$ cat config.mk
export PLATFORM = sky130hd
export DESIGN_NAME = i2s_dac_tx
export DESIGN_NICKNAME = d
export VERILOG_FILES = /design/src/rtl/dds_pkg.sv /design/src/rtl/sync_edge_det.sv /design/src/rtl/i2s_dac_tx.sv
export SDC_FILE = /design/constraint.sdc
export NUM_CORES = 1
export LEC_CHECK = 0
export BUFFER_PORTS_ARGS = -buffer_cell sky130_fd_sc_hd__buf_2
export CORE_MARGIN = 2
export CORE_UTILIZATION = 58
export DETAILED_ROUTE_END_ITERATION = 12
export PLACE_DENSITY = 0.85
export SETUP_SLACK_MARGIN = 0.5
export SLEW_MARGIN = 10
export SYNTH_ARGS = -nofsm -noshare
export SYNTH_HDL_FRONTEND = slang
export SYNTH_SLANG_ARGS = --single-unit
$ cat constraint.sdc
create_clock -name clk_50 -period 1.6 [get_ports clk_50]
set_input_delay 0.32 -clock clk_50 [delete_from_list [all_inputs] [get_ports clk_50]]
set_output_delay 0.32 -clock clk_50 [all_outputs]
set_load 0.05 [all_outputs]
$ cat src/rtl/dds_pkg.sv
// Shared definitions for the DDS audio path: I2S transmitter state encoding and synchroniser limits.
package dds_pkg;

  typedef enum logic [1:0] {
    IDLE  = 2'd0,
    LEFT  = 2'd1,
    RIGHT = 2'd2
  } i2s_state_e;

  localparam int I2S_MIN_SYNC = 2;

  // Depth actually built: a request below the metastability floor is raised to it.
  function automatic int sync_depth(input int req);
    return (req < I2S_MIN_SYNC) ? I2S_MIN_SYNC : req;
  endfunction

endpackage

$ cat src/rtl/sync_edge_det.sv
// Multi-flop synchroniser for an asynchronous clock-like input, followed by a one-flop edge detector.
module sync_edge_det
  import dds_pkg::*;
#(
  parameter int SYNC_STAGES = 2
) (
  input  logic clk_50,
  input  logic rst,
  input  logic async_in,
  output logic level,
  output logic rise,
  output logic fall
);

  localparam int STAGES = sync_depth(SYNC_STAGES);

  logic [STAGES-1:0] sync_q;
  logic              prev_q;

  always_ff @(posedge clk_50) begin
    if (rst) begin
      sync_q <= '0;
      prev_q <= 1'b0;
    end else begin
      sync_q <= {sync_q[STAGES-2:0], async_in};
      prev_q <= sync_q[STAGES-1];
    end
  end

  assign level = sync_q[STAGES-1];
  assign rise  = level & ~prev_q;
  assign fall  = ~level & prev_q;

endmodule

$ cat src/rtl/i2s_dac_tx.sv
// I2S serial transmitter toward the codec DAC, slaved to codec-driven bclk/lrclk.
// Build option: I2S_LEFT_JUSTIFIED_EN selects left-justified framing (no 1-bclk MSB delay).
module i2s_dac_tx
  import dds_pkg::*;
#(
  parameter int DATA_W      = 16,
  parameter int SYNC_STAGES = 2
) (
  input  logic              clk_50,
  input  logic              rst,
  input  logic              bclk,
  input  logic              lrclk,
  input  logic [DATA_W-1:0] sample_l,
  input  logic [DATA_W-1:0] sample_r,
  input  logic              sample_valid,
  output logic              sample_ready,
  output logic              dacdat,
  output logic              frame_start,
  output logic              underrun
);

  // state | meaning
  // IDLE  | no frame seen since reset, dacdat held at 0
  // LEFT  | shifting the left word of the current pair
  // RIGHT | shifting the right word of the same pair
  i2s_state_e state_q;

  logic bclk_lvl, bclk_rise, bclk_fall;
  logic lr_lvl, lr_rise, lr_fall;
  logic unused_sync;

  sync_edge_det #(.SYNC_STAGES(SYNC_STAGES)) u_bclk_sync (
    .clk_50   (clk_50),
    .rst      (rst),
    .async_in (bclk),
    .level    (bclk_lvl),
    .rise     (bclk_rise),
    .fall     (bclk_fall)
  );

  sync_edge_det #(.SYNC_STAGES(SYNC_STAGES)) u_lr_sync (
    .clk_50   (clk_50),
    .rst      (rst),
    .async_in (lrclk),
    .level    (lr_lvl),
    .rise     (lr_rise),
    .fall     (lr_fall)
  );

  assign unused_sync = bclk_lvl ^ lr_rise ^ lr_fall;

  logic              lr_smp_q;
  logic              load_pend_q;
  logic [DATA_W-1:0] shift_q;
  logic              dacdat_q;
  logic [DATA_W-1:0] hold_l_q, hold_r_q;
  logic              hold_full_q;
  logic [DATA_W-1:0] pair_l_q, pair_r_q;
  logic              underrun_q;

  logic lr_chg, lr_new, slot_load, left_load, right_load, xfer;

`ifdef I2S_LEFT_JUSTIFIED_EN
  // Track the synchronised level directly so the load lands on the bclk_fall that carries the lrclk change.
  assign lr_chg = (lr_lvl != lr_smp_q);
`else
  assign lr_chg = bclk_rise & (lr_lvl != lr_smp_q);
`endif

  assign lr_new     = lr_chg ? lr_lvl : lr_smp_q;
  assign slot_load  = bclk_fall & (load_pend_q | lr_chg);
  assign left_load  = slot_load & ~lr_new;
  assign right_load = slot_load & lr_new & (state_q != IDLE);
  assign xfer       = sample_valid & ~hold_full_q;

  always_ff @(posedge clk_50) begin
    if (rst) begin
      state_q     <= IDLE;
      lr_smp_q    <= 1'b0;
      load_pend_q <= 1'b0;
      shift_q     <= '0;
      dacdat_q    <= 1'b0;
      hold_l_q    <= '0;
      hold_r_q    <= '0;
      hold_full_q <= 1'b0;
      pair_l_q    <= '0;
      pair_r_q    <= '0;
      underrun_q  <= 1'b0;
    end else begin
      lr_smp_q <= lr_new;
      if (lr_chg)    load_pend_q <= 1'b1;
      if (bclk_fall) load_pend_q <= 1'b0;

      if (left_load) begin
        state_q <= LEFT;
        if (hold_full_q) begin
          pair_l_q            <= hold_l_q;
          pair_r_q            <= hold_r_q;
          {dacdat_q, shift_q} <= {hold_l_q, 1'b0};
        end else begin
          // Empty holding register: replay the previous pair so L/R stay matched.
          underrun_q          <= 1'b1;
          {dacdat_q, shift_q} <= {pair_l_q, 1'b0};
        end
      end else if (right_load) begin
        state_q             <= RIGHT;
        {dacdat_q, shift_q} <= {pair_r_q, 1'b0};
      end else if (bclk_fall && (state_q != IDLE)) begin
        {dacdat_q, shift_q} <= {shift_q, 1'b0};
      end

      // A transfer only happens while empty, so it can never race the consume below.
      if (xfer) begin
        hold_l_q    <= sample_l;
        hold_r_q    <= sample_r;
        hold_full_q <= 1'b1;
      end else if (left_load && hold_full_q) begin
        hold_full_q <= 1'b0;
      end
    end
  end

  assign sample_ready = ~hold_full_q;
  assign dacdat       = dacdat_q;
  assign frame_start  = left_load;
  assign underrun     = underrun_q;

endmodule

==> flow_summary.yaml <==
layout:
  syn2layout_area_growth_pct: 46.1
  final_core_util_pct: 87.1
  finalInstanceArea_um2: 5500
  drive_above_1_share_pct: 51.0
  stdcell_count: 589
  diodes: 0
  fin_nets: 544
hold_path:
  min_path_type: "input pin to flip-flop"
  hold_depth: 2
  hp-start: "bclk"
  hold_path_end: "u_bclk_sync.sync_q[0]$_SDFF_PP0_"
setup_path:
  slowest_delay_ns: 0.45
  r2r_start: "lr_smp_q$_SDFF_PP0_"
  path_cells: "buf_4, clkinv_2, o21ai_0, a22o_2, a211oi_2"
  start_kind: "flip-flop"
  rr_worst_depth: 5
  critPathCaptureType: "flip-flop"
  worstSetupPathType: "flip-flop to flip-flop"
  crit_family: "compound AO/OA/AOI/OAI gates"
  cp_slowest_cell: "o21ai_0"
  arrival_ns: 1.86
  path_max_fanout: 16
  crit_required_ns: 1.86
  worst_r2r_endpoint: "shift_q[11]$_SDFFE_PP0P_"
  rrSetupSlack_ns: -0.003
  crit_buf_inv: 2
placed_design:
  placed_cell_area_um2: 4030
  dp_hpwl_um: 5200
  place_inst: 542
  place.gp.congestion: 0.811
  io_buffers: 40
yosys:
  avgSynthCellArea_um2: 8.44
  synth_fp_nets: 483
  ys_warn_count: 0
  syn_inst: 446
  synth_seq_cells: 91
  ys_seq_area_share_pct: 48.4
  netlist_area_um2: 3760
  synth.distinct_cells: 28
clock_tree:
  cts_htree_levels: 3
  clock_latency_ns: 0.38
  cts_buffers: 9
  cts_sinks: 91
  cts_buffer_depth: 2
  path_clk_slew_ns: 0.10
  cts_tree: "done"
  cts_hold_buf: 0
  root_buffer: "clkbuf_8"
sta:
  fin_crit_ns: 1.60
  rsz0062_at_grt: "yes"
  fin_crit_sh_pct: 100
  slew_violations: 0
  fin_skew_ns: 0.0120
  fmax_ghz: 0.624
  fin_setup_tns_ns: -0.00286
  setup_slack_ns: -0.00286
  worst_pin_slew_ns: 0.583
  setup_viol: 1
  relSlewSlack_pct: 61.1
  hold_violations: 0
  fin_hold_ws_ns: 0.146
drt:
  routed_wl_um: 14500
  wl_met2_um: 6880
  wl_met1_um: 4900
  highest_layer: "met4"
  vias_per_cell: 6.69
  dr_wl_met3_um: 1480
  firstDrtPassIters: 7
  drc: 0
  final_antenna_net_count: 0
  routedWlPerCell_um: 24.6
  vias: 3938
  drtIter0Drc: 585
die:
  die_h_um: 84.6
  coreArea_um2: 6310
  pin_count: 41
  num_rows: 29
  start_util_pct: 59.6
  die_area_um2: 7150
  die_width_um: 84.6
power_and_ir_drop:
  power.density_nw_per_um2: 852
  max-vdd-ir-drop_uv: 1010
  leakage_nw: 2.30
grt:
  antenna_found_initial: 0
  overflow: 0
  grt_usage_pct: 31.4
  first_global_vias: 3561
  grt_start_max_net_pins: 92
  grt_pass1_wl_um: 17300
job:
  max_cap_violations: 0
run_status:
  violations: "setup timing"
  outcome: "complete, but fails checks"
==> synthesized netlist by cell type <==
library cell / count / area, um^2
a21o_2: 1 / 8.76
nor2_1: 23 / 86.3
a31oi_1: 1 / 6.26
nor3_4: 1 / 16.3
nand3b_4: 1 / 20.0
buf_4: 2 / 15.0
a22o_2: 10 / 100
buf_2: 12 / 60.1
xnor2_1: 1 / 8.76
clkbuf_2: 1 / 5.00
nor3_1: 2 / 10.0
nor2b_1: 6 / 37.5
inv_2: 2 / 7.51
mux2i_1: 16 / 160
o21ai_0: 16 / 80.1
o22ai_4: 1 / 20.0
nand2b_2: 1 / 8.76
a211oi_2: 16 / 200
nand2b_1: 1 / 6.26
a21oi_1: 67 / 335
a22o_1: 6 / 52.6
nor2_2: 1 / 6.26
clkbuf_1: 12 / 45.0
and4bb_4: 1 / 16.3
buf_6: 7 / 78.8
nand2_1: 146 / 548
inv_1: 1 / 3.75
dfxtp_1: 91 / 1820
==> layout make-up <==
cell class / instances / area (um^2)
Sequential cell: 91 / 1840
Inverter: 3 / 25.0
Clock inverter: 7 / 98.8
Multi-Input combinational cell: 318 / 2390
Tap cell: 77 / 96.3
Clock buffer: 9 / 124
Fill cell: 274 / 813
Timing Repair Buffer: 84 / 927
==> kinds of logic after synthesis <==
| group | after synthesis | share of synthesized area, % |
|---|---|---|
| AO/OA/AOI/OAI | 118 | 21.3 |
| XOR/XNOR | 1 | 0.233 |
| buffers and inverters | 37 | 5.72 |
| flip-flops | 91 | 48.4 |
| multiplexers | 16 | 4.25 |
| AND/OR/NAND/NOR | 183 | 20.1 |
==> through the flow <==
stage / power, mW / setup WS (ns)
after detailed placement: 2.68 / 0.0280
after global placement: 2.67 / 0.0606
after floorplan: 2.59 / 0.326
after CTS: 4.48 / 0.106
final: 4.69 / -0.00286
after global routing: 4.80 / -0.0350
==> worst register-to-register path: cells and delay by family (launching register included) <==
family / cells / cell delay (ns)
AO/OA/AOI/OAI: 3 / 0.75
buffers and inverters: 2 / 0.39
flip-flops: 1 / 0.34
==> power by group <==
| part | switching (mW) | internal (mW) |
|---|---|---|
| Sequential | 0.0635 | 2.31 |
| Combinational | 0.293 | 0.217 |
| Clock | 0.908 | 0.891 |
| Total | 1.26 | 3.42 |
==> layer usage <==
| metal | global-route usage [%] | vias to the layer above |
|---|---|---|
| met3 | 6.39 | 137 |
| met5 | 0 | - |
| li1 | - | 1622 |
| met2 | 54.0 | 359 |
| met4 | 19.9 | 0 |
| met1 | 35.1 | 1820 |
==> cell usage in the layout, fill, tap and decap left out, types with 13 or more instances in the layout <==
| master | n |
|---|---|
| a21oi_1 | 13 |
| dfxtp_1 | 84 |
| nand2_4 | 46 |
| a21oi_2 | 54 |
| a211oi_2 | 16 |
| buf_4 | 14 |
| buf_2 | 36 |
| nand2_1 | 93 |
| mux2i_1 | 16 |
| nor2_1 | 13 |
==> registers in the layout (all words and copies together) (netlist names) <==
name                flops
pair_r_q               16
shift_q                15
hold_l_q               16
hold_r_q               16
state_q                 2
u_lr_sync.sync_q        2
load_pend_q             1
u_bclk_sync.sync_q      2
underrun                1
pair_l_q               16
dacdat                  1
lr_smp_q                1
u_bclk_sync.prev_q      1
hold_full_q             1
==> worst max-delay path by stage <==
stage                                      from  cells after the start                        to  slack [ns]
3_5_place_dp   u_bclk_sync.sync_q[1]$_SDFF_PP0_                      4   shift_q[1]$_SDFFE_PP0P_        0.03
6_report                    lr_smp_q$_SDFF_PP0_                      5  shift_q[11]$_SDFFE_PP0P_      -0.003
3_3_place_gp   u_bclk_sync.sync_q[1]$_SDFF_PP0_                      4   shift_q[1]$_SDFFE_PP0P_        0.06
4_1_cts                     lr_smp_q$_SDFF_PP0_                      2               frame_start        0.11
2_1_floorplan          load_pend_q$_SDFFE_PP0P_                      5  shift_q[10]$_SDFFE_PP0P_        0.33
5_1_grt                     lr_smp_q$_SDFF_PP0_                      5  shift_q[11]$_SDFFE_PP0P_       -0.04
==> repair_timing <==
action | 4_1_cts | 5_1_grt
pin swaps | 28 | 77
endpoints found under the setup margin | 87 | 88
cloned | 7 | 3
gates resized for setup | 76 | 149
setup buffers | 16 | 5
Power figures use the tool's default switching activity.
